===== src/rtl/life_support_scheduler.sv =====
// ============================================================================
// life_support_scheduler : crew-request / emergency mode scheduler (rev 1.0)
// ============================================================================
`default_nettype none

module life_support_scheduler #(
  parameter int n          = 8,
  parameter int MIN_DWELL  = 4,
  parameter int PWR_LOW    = 10,
  parameter int PWR_RESUME = 50,
  parameter int O2_LOW     = 20,
  parameter int TEMP_LIMIT = 100,
  parameter int ALARM_CYC  = 8
) (
  input  logic         clk,
  input  logic         rst,
  input  logic         req_def,
  input  logic         req_sth,
  input  logic         req_chrg,
  input  logic         atk,
  input  logic         fatal,
  input  logic [n-1:0] pwr,
  input  logic [n-1:0] temp,
  input  logic [n-1:0] o2,
  output logic [3:0]   mode,
  output logic         chrg,
  output logic         o2sup,
  output logic [1:0]   gnt,
  output logic [2:0]   state,
  output logic         alarm
);

  typedef enum logic [2:0] {
    IDLE    = 3'd0,
    DEFEND  = 3'd1,
    STEALTH = 3'd2,
    CHARGE  = 3'd3,
    EMERG   = 3'd4
  } state_t;

  localparam int             c_cnt_w      = $clog2(ALARM_CYC + 1);
  localparam logic [n-1:0]   c_pwr_low    = n'(PWR_LOW);
  localparam logic [n-1:0]   c_pwr_resume = n'(PWR_RESUME);
  localparam logic [n-1:0]   c_o2_low     = n'(O2_LOW);
  localparam logic [n-1:0]   c_temp_limit = n'(TEMP_LIMIT);
  localparam logic [n-1:0]   c_pwr_full   = {n{1'b1}};
  localparam logic [3:0]     c_dwell_load = 4'(MIN_DWELL - 1);
  localparam logic [c_cnt_w-1:0] c_alarm_cnt = c_cnt_w'(ALARM_CYC);

  state_t               r_state;
  logic                 r_chrg_low;  // current CHARGE was forced by low power
  logic                 r_rr_sth;    // round-robin pointer: 1 = STEALTH wins a tie
  logic [3:0]           r_dwell;
  logic [c_cnt_w-1:0]   r_emerg_cnt;

  state_t               w_next;
  state_t               w_arb;
  logic                 w_next_low;
  logic                 w_emerg;
  logic [c_cnt_w-1:0]   w_emerg_cnt_inc;

  assign w_emerg = fatal | (o2 < c_o2_low) | (temp >= c_temp_limit);
  assign w_emerg_cnt_inc = (r_emerg_cnt == c_alarm_cnt) ? r_emerg_cnt
                                                        : r_emerg_cnt + 1'b1;

  // Request arbitration; atk is known to be low wherever this result is used.
  always_comb begin
    w_arb = IDLE;
    if (req_def && req_sth)
      w_arb = r_rr_sth ? STEALTH : DEFEND;
    else if (req_def)
      w_arb = DEFEND;
    else if (req_sth)
      w_arb = STEALTH;
    else if (req_chrg && (pwr != c_pwr_full))
      w_arb = CHARGE;
  end

  always_comb begin
    w_next     = r_state;
    w_next_low = r_chrg_low;
    if (w_emerg) begin
      w_next     = EMERG;
      w_next_low = 1'b0;
    end else if (r_state == EMERG) begin
      w_next     = (pwr < c_pwr_resume) ? CHARGE : IDLE;
      w_next_low = (pwr < c_pwr_resume);
    end else if (pwr <= c_pwr_low) begin
      w_next     = CHARGE;
      w_next_low = 1'b1;
    end else if (atk) begin
      w_next     = DEFEND;
      w_next_low = 1'b0;
    end else if ((r_state == CHARGE) && r_chrg_low && (pwr < c_pwr_resume)) begin
      w_next     = CHARGE;
    end else if (((r_state == DEFEND) || (r_state == STEALTH)) && (r_dwell != 4'd0)) begin
      w_next     = r_state;
    end else begin
      w_next     = w_arb;
      w_next_low = 1'b0;
    end
  end

  always_ff @(posedge clk or negedge rst) begin
    if (!rst) begin
      r_state     <= IDLE;
      r_chrg_low  <= 1'b0;
      r_rr_sth    <= 1'b0;
      r_dwell     <= 4'd0;
      r_emerg_cnt <= '0;
      mode        <= 4'b0000;
      chrg        <= 1'b0;
      o2sup       <= 1'b0;
      gnt         <= 2'd0;
      alarm       <= 1'b0;
    end else begin
      r_state    <= w_next;
      r_chrg_low <= w_next_low;

      if ((w_next == DEFEND) || (w_next == STEALTH)) begin
        if (w_next != r_state)
          r_dwell <= c_dwell_load;
        else if (r_dwell != 4'd0)
          r_dwell <= r_dwell - 4'd1;
      end else begin
        r_dwell <= 4'd0;
      end

      if (w_next == DEFEND)
        r_rr_sth <= 1'b1;
      else if (w_next == STEALTH)
        r_rr_sth <= 1'b0;

      if (w_next == EMERG) begin
        r_emerg_cnt <= w_emerg_cnt_inc;
        alarm       <= (w_emerg_cnt_inc == c_alarm_cnt);
      end else begin
        r_emerg_cnt <= '0;
        alarm       <= 1'b0;
      end

      case (w_next)
        DEFEND:  begin mode <= 4'b0100; chrg <= 1'b0; o2sup <= 1'b0; gnt <= 2'd1; end
        STEALTH: begin mode <= 4'b1000; chrg <= 1'b0; o2sup <= 1'b0; gnt <= 2'd2; end
        CHARGE:  begin mode <= 4'b0001; chrg <= 1'b1; o2sup <= 1'b0; gnt <= 2'd3; end
        EMERG:   begin mode <= 4'b0010; chrg <= 1'b1; o2sup <= 1'b1; gnt <= 2'd0; end
        default: begin mode <= 4'b0000; chrg <= 1'b0; o2sup <= 1'b0; gnt <= 2'd0; end
      endcase
    end
  end

  assign state = r_state;

endmodule

`default_nettype wire


===== config.mk =====
export PLATFORM = sky130hd
export DESIGN_NAME = life_support_scheduler
export DESIGN_NICKNAME = d
export VERILOG_FILES = /design/src/rtl/life_support_scheduler.sv
export SDC_FILE = /design/constraint.sdc
export NUM_CORES = 1
export LEC_CHECK = 0
export BUFFER_PORTS_ARGS = -buffer_cell sky130_fd_sc_hd__buf_4
export CORE_MARGIN = 3
export CORE_UTILIZATION = 30
export DETAILED_ROUTE_END_ITERATION = 12
export GPL_TIMING_DRIVEN = 0
export PLACE_DENSITY = 0.5
export SYNTH_ARGS = -nofsm -noshare
export SYNTH_HDL_FRONTEND = slang
export SYNTH_SLANG_ARGS = --single-unit

===== constraint.sdc =====
create_clock -name clk -period 2.95 [get_ports clk]
set_input_delay 0.885 -clock clk [delete_from_list [all_inputs] [get_ports clk]]
set_output_delay 0.885 -clock clk [all_outputs]
set_load 0.05 [all_outputs]

# [Yosys cells after proc, flatten, opt, wreduce, memory -nomap -nowiden]
# Index checks and enable logic that the tools add are counted.
[op_classes] addsub=2 n_lt_le_gt_ge=4 n_eq_ne=15 n_mux=30 n_bitwise=2 reduce_logical=11
[op_table] cell="two-way mux 3 bit" count=7
[op_table] cell="two-way mux 4 bit" count=5
[op_table] cell="one-hot mux 4 bit (4 select lines)" count=1
[op_table] cell="== test 3 x 2 -> 1 bit, second input constant" count=4
[op_table] cell="two-way mux 1 bit" count=11
[op_table] cell="two-way mux 2 bit" count=5
[op_table] cell="!= test 5 bit, second input constant" count=2
[op_table] cell="== test 4 bit, second input constant" count=2
[op_table] cell=">= comparator 8 x 7 -> 1 bit, second input constant" count=1
[op_table] cell="<= comparator 8 x 4 -> 1 bit, second input constant" count=1
[op_table] cell="less-than comparator 8 x 5 -> 1 bit, second input constant" count=1
[op_table] cell="less-than comparator 8 x 6 -> 1 bit, second input constant" count=1
[op_table] cell="!= test 8 bit, second input constant" count=1
[op_table] cell="== test 3 x 1 -> 1 bit, second input constant" count=2
[op_table] cell="== test 3 bit, second input constant" count=2
[op_table] cell="one-hot mux 2 bit (3 select lines)" count=1
[op_table] cell="logical AND 1 bit" count=5
[op_table] cell="adder 4 x 1 -> 4 bit, second input constant" count=1
[op_table] cell="nonzero test 4 bit" count=1
[op_table] cell="subtractor 4 x 1 -> 4 bit, second input constant" count=1
[op_table] cell="!= test 3 x 2 -> 1 bit, second input constant" count=1
[op_table] cell="!= test 3 bit" count=1
[op_table] cell="logical OR 1 bit" count=2
[op_table] cell="bitwise OR 1 bit" count=2
[op_table] cell="3 further kinds" count=3
[totals] reg_bits=22 in_bits=31 out_inout_bits=12 word_cells=74

# [Logic depth before layout (Yosys ltp)]
# Gate-level depths: netlist of the first run.
[depth] word_depth=15 ltp_mapped=8 ltp_nobuf=8

# [Worst setup path before layout of the first run]
# OpenSTA, ideal clock, no wires.
[synth_timing] kind="input to register" start="in pwr[2]" end="reg r_dwell[0]" setup_time_ps=126 arrival_ps=2547 required_ps=2824 path_slack_ps=277 path_stages=5 n_path_buf=0 cell_sequence="o311a_1 > or4_4 > and4_4 > mux2_4 > o32a_1"
[synth_between] elab_chain_cells=15 word_cells_on_any_way=23 cone_classes="order compare: 2; eq/ne: 5; mux: 13; reduce/logical: 3"
[synth_lines] element="start, declared" line="22" rtl="input logic [n-1:0] pwr,"
[synth_lines] element="!= test 8 bit" line="75" rtl="else if (req_chrg && (pwr != c_pwr_full))"
[synth_lines] element="logical AND 1 bit" line="75"
[synth_lines] element="two-way mux 2 bit" line="75"
[synth_lines] element="two-way mux 2 bit" line="73" rtl="else if (req_sth)"
[synth_lines] element="two-way mux 2 bit" line="71" rtl="else if (req_def)"
[synth_lines] element="two-way mux 3 bit" line="69" rtl="if (req_def && req_sth)"
[synth_lines] element="two-way mux 3 bit" line="96" rtl="end else if (((r_state == DEFEND) || (r_state == STEALTH)) && (r_dwell != 4'd0)) begin"
[synth_lines] element="two-way mux 3 bit" line="94" rtl="end else if ((r_state == CHARGE) && r_chrg_low && (pwr < c_pwr_resume)) begin"
[synth_lines] element="two-way mux 3 bit" line="91" rtl="end else if (atk) begin"
[synth_lines] element="two-way mux 3 bit" line="88" rtl="end else if (pwr <= c_pwr_low) begin"
[synth_lines] element="two-way mux 3 bit (*)" line="85" rtl="end else if (r_state == EMERG) begin"
[synth_lines] element="two-way mux 3 bit (*)" line="82" rtl="if (w_emerg) begin"
[synth_lines] element="== test 3 x 1 -> 1 bit (tied with other cells)" line="120" rtl="if ((w_next == DEFEND) || (w_next == STEALTH)) begin"
[synth_lines] element="logical OR 1 bit or two-way mux 4 bit (tied branches)" line="120, 121"
[synth_lines] element="!= test 3 x 2 -> 1 bit (no source line) or two-way mux 4 bit (tied branches)"
[synth_lines] element="end signal, assigned" line="122" rtl="r_dwell <= c_dwell_load;"
[synth_lines] element="end signal, assigned" line="124" rtl="r_dwell <= r_dwell - 4'd1;"
[synth_lines] element="end, declared" line="53" rtl="logic [3:0] r_dwell;"
# Every way passes the cells marked *; elsewhere a longest branch is shown, timed or not.
# A chain may end at the register's enable or synchronous reset.

# [Worst setup path after layout of the first run]
[layout_timing] start="in temp[4]" end="reg r_dwell[2]"
[layout_between] elab_chain_cells=6 word_cells_on_any_way=10 cone_classes="order compare: 1; eq/ne: 4; mux: 3; bitwise: 1; reduce/logical: 1"
[layout_lines] element="start, declared" line="23" rtl="input logic [n-1:0] temp,"
[layout_lines] element=">= comparator 8 x 7 -> 1 bit (*)" line="62" rtl="assign w_emerg = fatal | (o2 < c_o2_low) | (temp >= c_temp_limit);"
[layout_lines] element="bitwise OR 1 bit (*)" line="62"
[layout_lines] element="two-way mux 3 bit (*)" line="82"
[layout_lines] element="via w_next[0]" line="56" rtl="state_t w_next;"
[layout_lines] element="== test 3 x 1 -> 1 bit (tied with other cells)" line="120"
[layout_lines] element="logical OR 1 bit or two-way mux 4 bit (tied branches)" line="120, 121"
[layout_lines] element="!= test 3 x 2 -> 1 bit (no source line) or two-way mux 4 bit (tied branches)"
# Mark *: on every way through the listed nets, which the timed path passes. The rest lies on a longest branch.

==> impl_metrics.env, run 1 <==
export IMPL_run_status="finished clean"
export IMPL_io_buffer_count=38
export IMPL_dp_hpwl_um=2180
export IMPL_synthTopCellsByArea="sky130_fd_sc_hd__dfrtp_1, sky130_fd_sc_hd__ha_1, sky130_fd_sc_hd__inv_1"
export IMPL_post_route_cells_drive_above_1_share=0.346
export IMPL_worst_path_max_fanout=10
export IMPL_cts_root_buf="sky130_fd_sc_hd__clkbuf_8"
export IMPL_worst_clock_skew_ns=0.00447
export IMPL_detailedRoute_firstIterationViolations=50
export IMPL_ys_top_cells_by_count="sky130_fd_sc_hd__dfrtp_1, sky130_fd_sc_hd__inv_1, sky130_fd_sc_hd__nor2_1"
export IMPL_global_route_usage_sum=0.116
export IMPL_synth_cell_types=44
export IMPL_place_worst_setup_slack_ns=-0.0166
export IMPL_max_cap_violations=0
export IMPL_postSynth_topFlopCell="sky130_fd_sc_hd__dfrtp_1"
export IMPL_leading_cell_type_by_number_of_instances_after_synthesis="sky130_fd_sc_hd__dfrtp_1"
export IMPL_finalCritPeriodShare=0.910
export IMPL_ir_worst_vdd_uv=141
export IMPL_route_detailed_vias_per_inst=4.89
export IMPL_area_of_the_die_um2=4900
export IMPL_clock_power_share=0.244
export IMPL_cts_max_level=1
export IMPL_routed_wire_length_per_instance_um=12.9
export IMPL_cts_buffers=3
export IMPL_cts_sinks=22
export IMPL_upper_clock_frequency_limit_mhz=373
export IMPL_clk_pin_slew_ns=0.07
export IMPL_maxSlewHeadroom=0.659
export IMPL_period_needed_ns=2.68
export IMPL_combinationalPowerShare=0.307
export IMPL_cp_required_ns=3.12
export IMPL_pin_count=43
export IMPL_postSynthRegisterBits=22
export IMPL_cts_root_to_sink_buffers=2
export IMPL_synth_top_cell_area_share=0.448
export IMPL_cts_tree="built"
export IMPL_layout_area_overhead_vs_synth_pct=32.6
export IMPL_post_synth_top_area_cell="sky130_fd_sc_hd__dfrtp_1"
export IMPL_internal_power_uw=578
export IMPL_synth_enable_flop_cells=0
export IMPL_power_density_nw_per_um2=517
export IMPL_gpl_congestion=0.779
export IMPL_synth_cells=120
export IMPL_critPathKind="in -> reg"
export IMPL_via_count_of_the_first_global_routing_pass=1051
export IMPL_initial_antenna_violation_count=0
export IMPL_setup_violations_final=0
export IMPL_drt_pass1_iterations=4
export IMPL_floorplan_initialDensity=0.324
export IMPL_cts_hold_buffers=0
export IMPL_timing_critical_path_from_type="input pin"
export IMPL_worst_pin_slew_ns=0.510
export IMPL_crit_path_end_kind="register"
export IMPL_final_instance_count_excl_fill=210
export IMPL_number_of_warnings_reported_in_the_yosys_synthesis_log=0
export IMPL_worst_hold_class="in -> async"
export IMPL_power_share_sequential=0.448
export IMPL_netSwitchingFraction=0.314
export IMPL_overflow=0
export IMPL_route_detailed_drc=0
export IMPL_drtAntennaViolNets=0
export IMPL_syn_mean_instance_area_um2=10.2
export IMPL_r2r_slack_ns=0.41
export IMPL_dp_cells=206
export IMPL_synth_seq_area_share=0.448
export IMPL_rsz0062_at_grt="false"
export IMPL_net_switching_uw=265
export IMPL_finalCoreUtilization=0.429
export IMPL_post_synth_instance_area_um2=1230
export IMPL_global_route_wire_length_before_repair_um=4710
export IMPL_clk_insertion_delay_late_ns=0.25
export IMPL_fp_row_count=22
export IMPL_synth_fp_nets=155
export IMPL_grt_start_max_net_pins=23
export IMPL_slew_viol_final=0
export IMPL_p_leak_uw=0.000750
export IMPL_core_area_um2=3800
export IMPL_die_width_um=70.0
export IMPL_die_height_um=70.0
export IMPL_cts_resized_gates=0
export IMPL_cp_arrival_ns=2.85
export IMPL_finalHoldViolCount=0
export IMPL_n_fill_cell=385
export IMPL_cts_post_setup_buffers_inserted=0
export IMPL_ys_async_rst_share=1.00
export IMPL_vias=1027
export IMPL_num_antenna_cells=0
export IMPL_final_setup_worst_slack_ns=0.266
export IMPL_finalWirelength_um=2700
export IMPL_final_net_count=198
## placed cells by master (no fill, tap or decap), types with 3 or more instances in the layout
| cell type | synthesis | layout |
|---|---|---|
| sky130_fd_sc_hd__dfrtp_1 | 22 | 22 |
| sky130_fd_sc_hd__inv_1 | 11 | 11 |
| sky130_fd_sc_hd__nor3_1 | 6 | 6 |
| sky130_fd_sc_hd__nand2b_1 | 3 | 3 |
| sky130_fd_sc_hd__clkbuf_8 | 0 | 4 |
| sky130_fd_sc_hd__a21oi_1 | 5 | 5 |
| sky130_fd_sc_hd__xnor2_1 | 4 | 4 |
| sky130_fd_sc_hd__o21ai_0 | 4 | 4 |
| sky130_fd_sc_hd__o32a_1 | 3 | 3 |
| sky130_fd_sc_hd__nand2_1 | 7 | 7 |
| sky130_fd_sc_hd__buf_4 | 0 | 38 |
| sky130_fd_sc_hd__nor2_1 | 8 | 8 |
| sky130_fd_sc_hd__ha_1 | 4 | 4 |
## final timing paths
kind,start,endpoint,depth (start not counted)
worst max-delay path,temp[4],r_dwell[2],7
worst min-delay path,rst,state[1],1
worst max register to register,r_dwell[0],r_dwell[1],8
worst min register to register,r_chrg_low,r_chrg_low,1
max in group asynchronous,rst,gnt[0],1
min in group clk,r_chrg_low,r_chrg_low,1
## registers in the layout, indices dropped and copies added, names as in the netlist
| register | count |
|---|---|
| r_chrg_low | 1 |
| gnt | 2 |
| o2sup | 1 |
| alarm | 1 |
| chrg | 1 |
| r_rr_sth | 1 |
| state | 3 |
| mode | 4 |
| r_emerg_cnt | 4 |
| r_dwell | 4 |
## through the flow
stage | hold WS (ns) | total power (µW) | TNS, ns | cell area (µm²)
floorplan | 0.488 | 555 | 0 | 1230
global placement | 0.508 | 638 | -0.0941 | 1580
detailed placement | 0.523 | 643 | -0.0296 | 1580
CTS | 0.511 | 856 | 0 | 1630
global route | 0.516 | 906 | 0 | 1630
finish | 0.499 | 842 | 0 | 1630
## power by group through the flow
stage	combinational, µW	clock [µW]	sequential [µW]
CTS	263	215	378
detailed placement	258	0	385
global placement	255	0	383
global route	290	231	385
finish	259	206	378
floorplan	147	0	409
## critical path: stages
cell and delay (ns):
sky130_fd_sc_hd__buf_4 0.11, sky130_fd_sc_hd__o311a_1 0.37, sky130_fd_sc_hd__a211oi_4 0.48, sky130_fd_sc_hd__o21ai_2 0.19, sky130_fd_sc_hd__a41oi_1 0.41, sky130_fd_sc_hd__nand3b_1 0.16
sky130_fd_sc_hd__a211oi_1 0.25
## layout make-up
class / instances / area (µm²) / area share
multi-input cells: 86 / 634 / 0.389
flip-flops and latches: 22 / 551 / 0.338
repair buffers: 38 / 285 / 0.175
well taps: 48 / 60.1 / 0.0368
clock buffers: 4 / 55.1 / 0.0338
inverters: 11 / 41.3 / 0.0253
plain buffers: 1 / 3.75 / 0.00230
## cells by family (layout without fill, tap and decap cells)
family | Yosys count | in the layout | share of synthesized area
simple gates | 44 | 44 | 0.207
compound gates | 30 | 30 | 0.203
flops | 22 | 22 | 0.448
buf+inv | 12 | 54 | 0.0366
xor+xnor | 5 | 5 | 0.0356
fa+ha+maj | 4 | 4 | 0.0407
mux | 3 | 3 | 0.0295
## metal layers
layer	wire [µm]	GRT usage
met1	1220	0.145
met3	98	0.0115
met5	0	0
met4	61	0.0532
met2	1320	0.201
Note: power is estimated with default switching activity, not from simulation.
==> run 2, diff against run 1 <==
--- a/config.mk
+++ b/config.mk
@@ -6,6 +6,7 @@
 export NUM_CORES = 1
 export LEC_CHECK = 0
 export BUFFER_PORTS_ARGS = -buffer_cell sky130_fd_sc_hd__buf_4
+export CORE_ASPECT_RATIO = 1.75
 export CORE_MARGIN = 3
 export CORE_UTILIZATION = 30
 export DETAILED_ROUTE_END_ITERATION = 12
==> impl_metrics.env, run 2 (synthesis gave the netlist of run 1 again) <==
export IMPL_route_detailed_drc=0
export IMPL_floorplan_initialDensity=0.315
export IMPL_worst_hold_class="in -> async"
export IMPL_final_net_count=198
export IMPL_maxSlewHeadroom=0.659
export IMPL_cts_sinks=22
export IMPL_worst_pin_slew_ns=0.511
export IMPL_total_power_uw=822
export IMPL_worst_path_largest_cell_delay_ns=0.48
export IMPL_critPathKind="in -> reg"
export IMPL_cp_buffers_inverters=2
export IMPL_die_height_um=90.7
export IMPL_via_count_of_the_first_global_routing_pass=1121
export IMPL_grt_start_max_net_pins=23
export IMPL_layout_area_overhead_vs_synth_pct=32.0
export IMPL_cp_required_ns=3.09
export IMPL_pin_count=43
export IMPL_num_antenna_cells=0
export IMPL_clk_pin_slew_ns=0.08
export IMPL_detailedRoute_firstIterationViolations=7
export IMPL_path_delay_family="compound AO/OA/AOI/OAI gates"
export IMPL_cts_root_to_sink_buffers=2
export IMPL_max_cap_violations=0
export IMPL_drtAntennaViolNets=0
export IMPL_rsz0062_at_grt="false"
export IMPL_finalWirelength_um=3020
export IMPL_worst_path_max_fanout=10
export IMPL_worst_path_max_delay_cell="sky130_fd_sc_hd__a211oi_4"
export IMPL_cts_tree="built"
export IMPL_crit_path_end_kind="register"
export IMPL_p_leak_uw=0.000744
export IMPL_most_common_layout_cells="sky130_fd_sc_hd__buf_4, sky130_fd_sc_hd__dfrtp_1, sky130_fd_sc_hd__inv_1"
export IMPL_grt_busiest_layer="met2"
export IMPL_routed_wire_length_per_instance_um=14.5
export IMPL_gpl_congestion=0.810
export IMPL_ir_worst_vdd_uv=305
export IMPL_dp_cells=206
export IMPL_groute_layer_met1_usage=0.151
export IMPL_post_route_cells_drive_above_1_share=0.348
export IMPL_finalCoreUtilization=0.416
export IMPL_ff_latch_area_um2=551
export IMPL_timing_critical_path_from_type="input pin"
export IMPL_setup_violations_final=0
export IMPL_drt_pass1_iterations=3
export IMPL_multi_input_comb_area_um2=642
export IMPL_timing_hold_ws_ns=0.503
export IMPL_cp_arrival_ns=2.79
export IMPL_fp_row_count=30
export IMPL_overflow=0
export IMPL_initial_antenna_violation_count=0
export IMPL_clk_insertion_delay_late_ns=0.26
export IMPL_dp_hpwl_um=2540
export IMPL_upper_clock_frequency_limit_mhz=378
export IMPL_crit_path_cell_trace="buf_4 -> o311a_1 -> a211oi_4 -> inv_1 -> xnor2_1 -> o211ai_1 -> o211a_1 -> o32a_1"
export IMPL_cts_hold_buffers=0
export IMPL_global_route_wire_length_before_repair_um=5000
export IMPL_cts_buffers=3
export IMPL_groute_layer_met3_usage=0.0116
export IMPL_finalHoldViolCount=0
export IMPL_power_density_nw_per_um2=506
export IMPL_area_of_the_die_um2=4930
export IMPL_run_status="finished clean"
export IMPL_core_area_um2=3900
export IMPL_cts_root_buf="sky130_fd_sc_hd__clkbuf_8"
export IMPL_route_detailed_vias_per_inst=5.06
export IMPL_n_fill_cell=419
export IMPL_global_route_usage_sum=0.137
export IMPL_cts_max_level=1
export IMPL_layout_commonest_cell="sky130_fd_sc_hd__buf_4"
export IMPL_period_needed_ns=2.65
export IMPL_finalCritPeriodShare=0.897
export IMPL_final_instance_count_excl_fill=209
export IMPL_io_buffer_count=38
export IMPL_grt_use_met2=0.231
export IMPL_slew_viol_final=0
export IMPL_reg_top3="mode x4, r_dwell x4, r_emerg_cnt x4"
export IMPL_worst_clock_skew_ns=0.00168
export IMPL_die_width_um=54.4
export IMPL_vias=1057
==> run 2: cell count changes in the layout (fill, tap and decap cells not counted), sizes merged <==
| cell | before | now |
|---|---|---|
| clkbuf | 5 | 4 |
==> run 2: final cells by class <==
class	instances	area share
inverter	11	0.0254
multi-input combinational	86	0.395
timing repair buffer	38	0.176
buffer	1	0.00231
tap	48	0.0370
sequential	22	0.339
clock buffer	3	0.0254
==> run 2: final timing paths <==
kind | from | to | slack, ns | depth (start not counted)
max reg2reg | r_dwell[0] | r_dwell[1] | 0.35 | 8
min in group clk | r_chrg_low | r_chrg_low | 0.53 | 1
min reg2reg | r_chrg_low | r_chrg_low | 0.53 | 1
min | rst | r_emerg_cnt[2] | 0.50 | 1
max | temp[4] | r_dwell[1] | 0.30 | 8
max in group asynchronous | rst | r_dwell[3] | 2.22 | 1
==> run 2: power by group <==
part           leakage [µW]  switching, µW  total (µW)  internal [µW]
Sequential         0.000281           35.6         378            342
Clock             0.0000216           91.9         183           91.0
Combinational      0.000441            145         261            116
Total              0.000744            273         822            549
==> run 2: metrics by stage <==
stage	setup WS, ns	cell area, µm²	TNS (ns)
floorplan	0.277	1230	0
global placement	-0.0202	1580	-0.0432
detailed placement	-0.137	1580	-0.364
CTS	0.126	1620	0
global route	0.149	1620	0
finish	0.304	1620	0
==> run 2: layer usage <==
| metal | part of all wire | routed length (µm) |
|---|---|---|
| met1 | 0.36 | 1070 |
| met3 | 0.034 | 102 |
| met4 | 0.029 | 89 |
| met2 | 0.58 | 1760 |
| met5 | 0 | 0 |
==> run 2: worst register-to-register path: cells and delay by family, from the launching register on <==
kind	cells	cell delay, ns
compound gates	3	0.97
simple gates	3	0.83
flops	1	0.41
fa+ha+maj	1	0.19
buf+inv	1	0.09
==> run 2: timing repair <==
item	in CTS	in global routing
endpoints found under the setup margin	0	1
buffers inserted	0	0
endpoints found under the hold margin	0	0
gates resized for setup	0	1
==> run 3, diff against run 2 <==
--- a/config.mk
+++ b/config.mk
@@ -12,6 +12,8 @@
 export DETAILED_ROUTE_END_ITERATION = 12
 export GPL_TIMING_DRIVEN = 0
 export PLACE_DENSITY = 0.5
+export RECOVER_POWER = 100
+export SETUP_SLACK_MARGIN = 0.02
 export SYNTH_ARGS = -nofsm -noshare
 export SYNTH_HDL_FRONTEND = slang
 export SYNTH_SLANG_ARGS = --single-unit
==> impl_metrics.env, run 3 (synthesis gave the netlist of run 1 again) <==
export IMPL_cts_hold_buffers=0
export IMPL_start_point_of_the_worst_hold_path="r_chrg_low"
export IMPL_ir_worst_vdd_uv=305
export IMPL_fp_row_count=30
export IMPL_final_net_count=198
export IMPL_final_setup_worst_slack_ns=0.290
export IMPL_worst_path_max_delay_cell="sky130_fd_sc_hd__a211oi_4"
export IMPL_route_detailed_drc=0
export IMPL_clk_pin_slew_ns=0.07
export IMPL_p_leak_uw=0.000697
export IMPL_finalWirelength_um=3050
export IMPL_route_detailed_vias_per_inst=5.11
export IMPL_maxSlewHeadroom=0.212
export IMPL_pin_count=43
export IMPL_die_height_um=90.7
export IMPL_io_buffer_count=38
export IMPL_crit_cells=8
export IMPL_finalCritPeriodShare=0.902
export IMPL_crit_reg2reg_capture="r_dwell[1]"
export IMPL_drt_pass1_iterations=4
export IMPL_most_common_layout_cells="sky130_fd_sc_hd__buf_4, sky130_fd_sc_hd__dfrtp_1, sky130_fd_sc_hd__clkbuf_1"
export IMPL_global_route_wire_length_before_repair_um=5000
export IMPL_place_worst_setup_slack_ns=-0.137
export IMPL_initial_antenna_violation_count=0
export IMPL_n_fill_cell=424
export IMPL_power_density_nw_per_um2=516
export IMPL_holdPathEnd="r_chrg_low"
export IMPL_global_route_usage_sum=0.137
export IMPL_cts_sinks=22
export IMPL_cts_max_level=1
export IMPL_cp_buffers_inverters=2
export IMPL_setup_violations_final=0
export IMPL_rsz0062_at_grt="false"
export IMPL_worst_path_max_fanout=10
export IMPL_timing_critical_path_from_type="input pin"
export IMPL_cts_tree="built"
export IMPL_post_route_cells_drive_above_1_share=0.255
export IMPL_floorplan_initialDensity=0.315
export IMPL_min_path_cells=1
export IMPL_crit_path_cell_trace="clkbuf_4 -> o311a_1 -> a211oi_4 -> inv_1 -> xnor2_1 -> o211ai_1 -> o211a_1 -> o32a_1"
export IMPL_worstRegToRegCells=8
export IMPL_cts_buffers=3
export IMPL_max_cap_violations=0
export IMPL_worst_path_largest_cell_delay_ns=0.48
export IMPL_cp_required_ns=3.09
export IMPL_area_of_the_die_um2=4930
export IMPL_num_antenna_cells=0
export IMPL_via_count_of_the_first_global_routing_pass=1121
export IMPL_worst_clock_skew_ns=0.00229
export IMPL_layout_commonest_cell="sky130_fd_sc_hd__buf_4"
export IMPL_die_width_um=54.4
export IMPL_grt_start_max_net_pins=23
export IMPL_cts_root_to_sink_buffers=2
export IMPL_critPathKind="in -> reg"
export IMPL_r2r_slack_ns=0.35
export IMPL_cts_root_buf="sky130_fd_sc_hd__clkbuf_8"
export IMPL_rr_startpoint="r_dwell[0]"
export IMPL_worst_hold_class="reg -> reg"
export IMPL_crit_path_end_kind="register"
export IMPL_finalCoreUtilization=0.403
export IMPL_clk_insertion_delay_late_ns=0.26
export IMPL_dp_hpwl_um=2540
export IMPL_slew_viol_final=0
export IMPL_period_needed_ns=2.66
export IMPL_upper_clock_frequency_limit_mhz=376
export IMPL_path_delay_family="compound AO/OA/AOI/OAI gates"
export IMPL_totalNegativeSetupSlack_ns=0
export IMPL_detailedRoute_firstIterationViolations=9
export IMPL_vias=1067
export IMPL_cp_arrival_ns=2.80
export IMPL_core_area_um2=3900
export IMPL_finalHoldViolCount=0
export IMPL_routed_wire_length_per_instance_um=14.6
export IMPL_drtAntennaViolNets=0
export IMPL_worst_pin_slew_ns=1.18
export IMPL_layout_area_overhead_vs_synth_pct=28.0
export IMPL_reg_top3="mode x4, r_dwell x4, r_emerg_cnt x4"
export IMPL_overflow=0
export IMPL_gpl_congestion=0.810
export IMPL_run_status="finished clean"
-- run 3: cell type report --
type,count,area [µm²],area share
Tap cell,48,60.1,0.0382
Buffer,1,3.75,0.00238
Inverter,11,41.3,0.0262
Timing Repair Buffer,38,236,0.150
Clock buffer,3,41.3,0.0262
Multi-Input combinational cell,86,641,0.407
Sequential cell,22,551,0.350
-- run 3: report_power, final --
group          internal [µW]  switching [µW]  total [µW]
Sequential               342            35.7         378
Clock                   91.0            91.9         183
Combinational            106             145         251
Total                    539             273         812
-- run 3: per-layer routing --
layer	wire length (µm)	up-vias	track usage
met3	112	6	0.0116
li1	-	519	-
met5	0	-	0
met2	1760	29	0.231
met4	89	0	0.0915
met1	1090	513	0.151
-- run 3: worst max-delay path by stage --
| stage | startpoint | to | slack [ns] |
|---|---|---|---|
| floorplan | pwr[2] | r_dwell[0] | 0.28 |
| CTS | temp[4] | r_dwell[2] | 0.13 |
| finish | temp[4] | r_dwell[1] | 0.29 |
| detailed placement | temp[4] | r_dwell[2] | -0.14 |
| global placement | temp[4] | r_rr_sth | -0.02 |
| global route | temp[4] | r_dwell[0] | 0.15 |
-- run 3: worst reg2reg max path: cells and delay by family, from the launching register on --
kind | cells | cell delay, ns
simple gates | 3 | 0.83
flops | 1 | 0.41
fa+ha+maj | 1 | 0.19
compound gates | 3 | 0.97
buf+inv | 1 | 0.09
-- run 3: per-stage QoR --
step	power (µW)	area [µm²]	cells	hold slack (ns)
after floorplan	555	1230	120	0.488
after global placement	637	1580	206	0.529
after detailed placement	647	1580	206	0.519
after CTS	833	1620	209	0.511
after global routing	872	1570	209	0.570
final	812	1570	209	0.533
-- run 3: repair_timing --
item,4_1_cts,5_1_grt
gates resized for setup,0,1
setup buffers,0,0
endpoints found under the setup margin,0,1
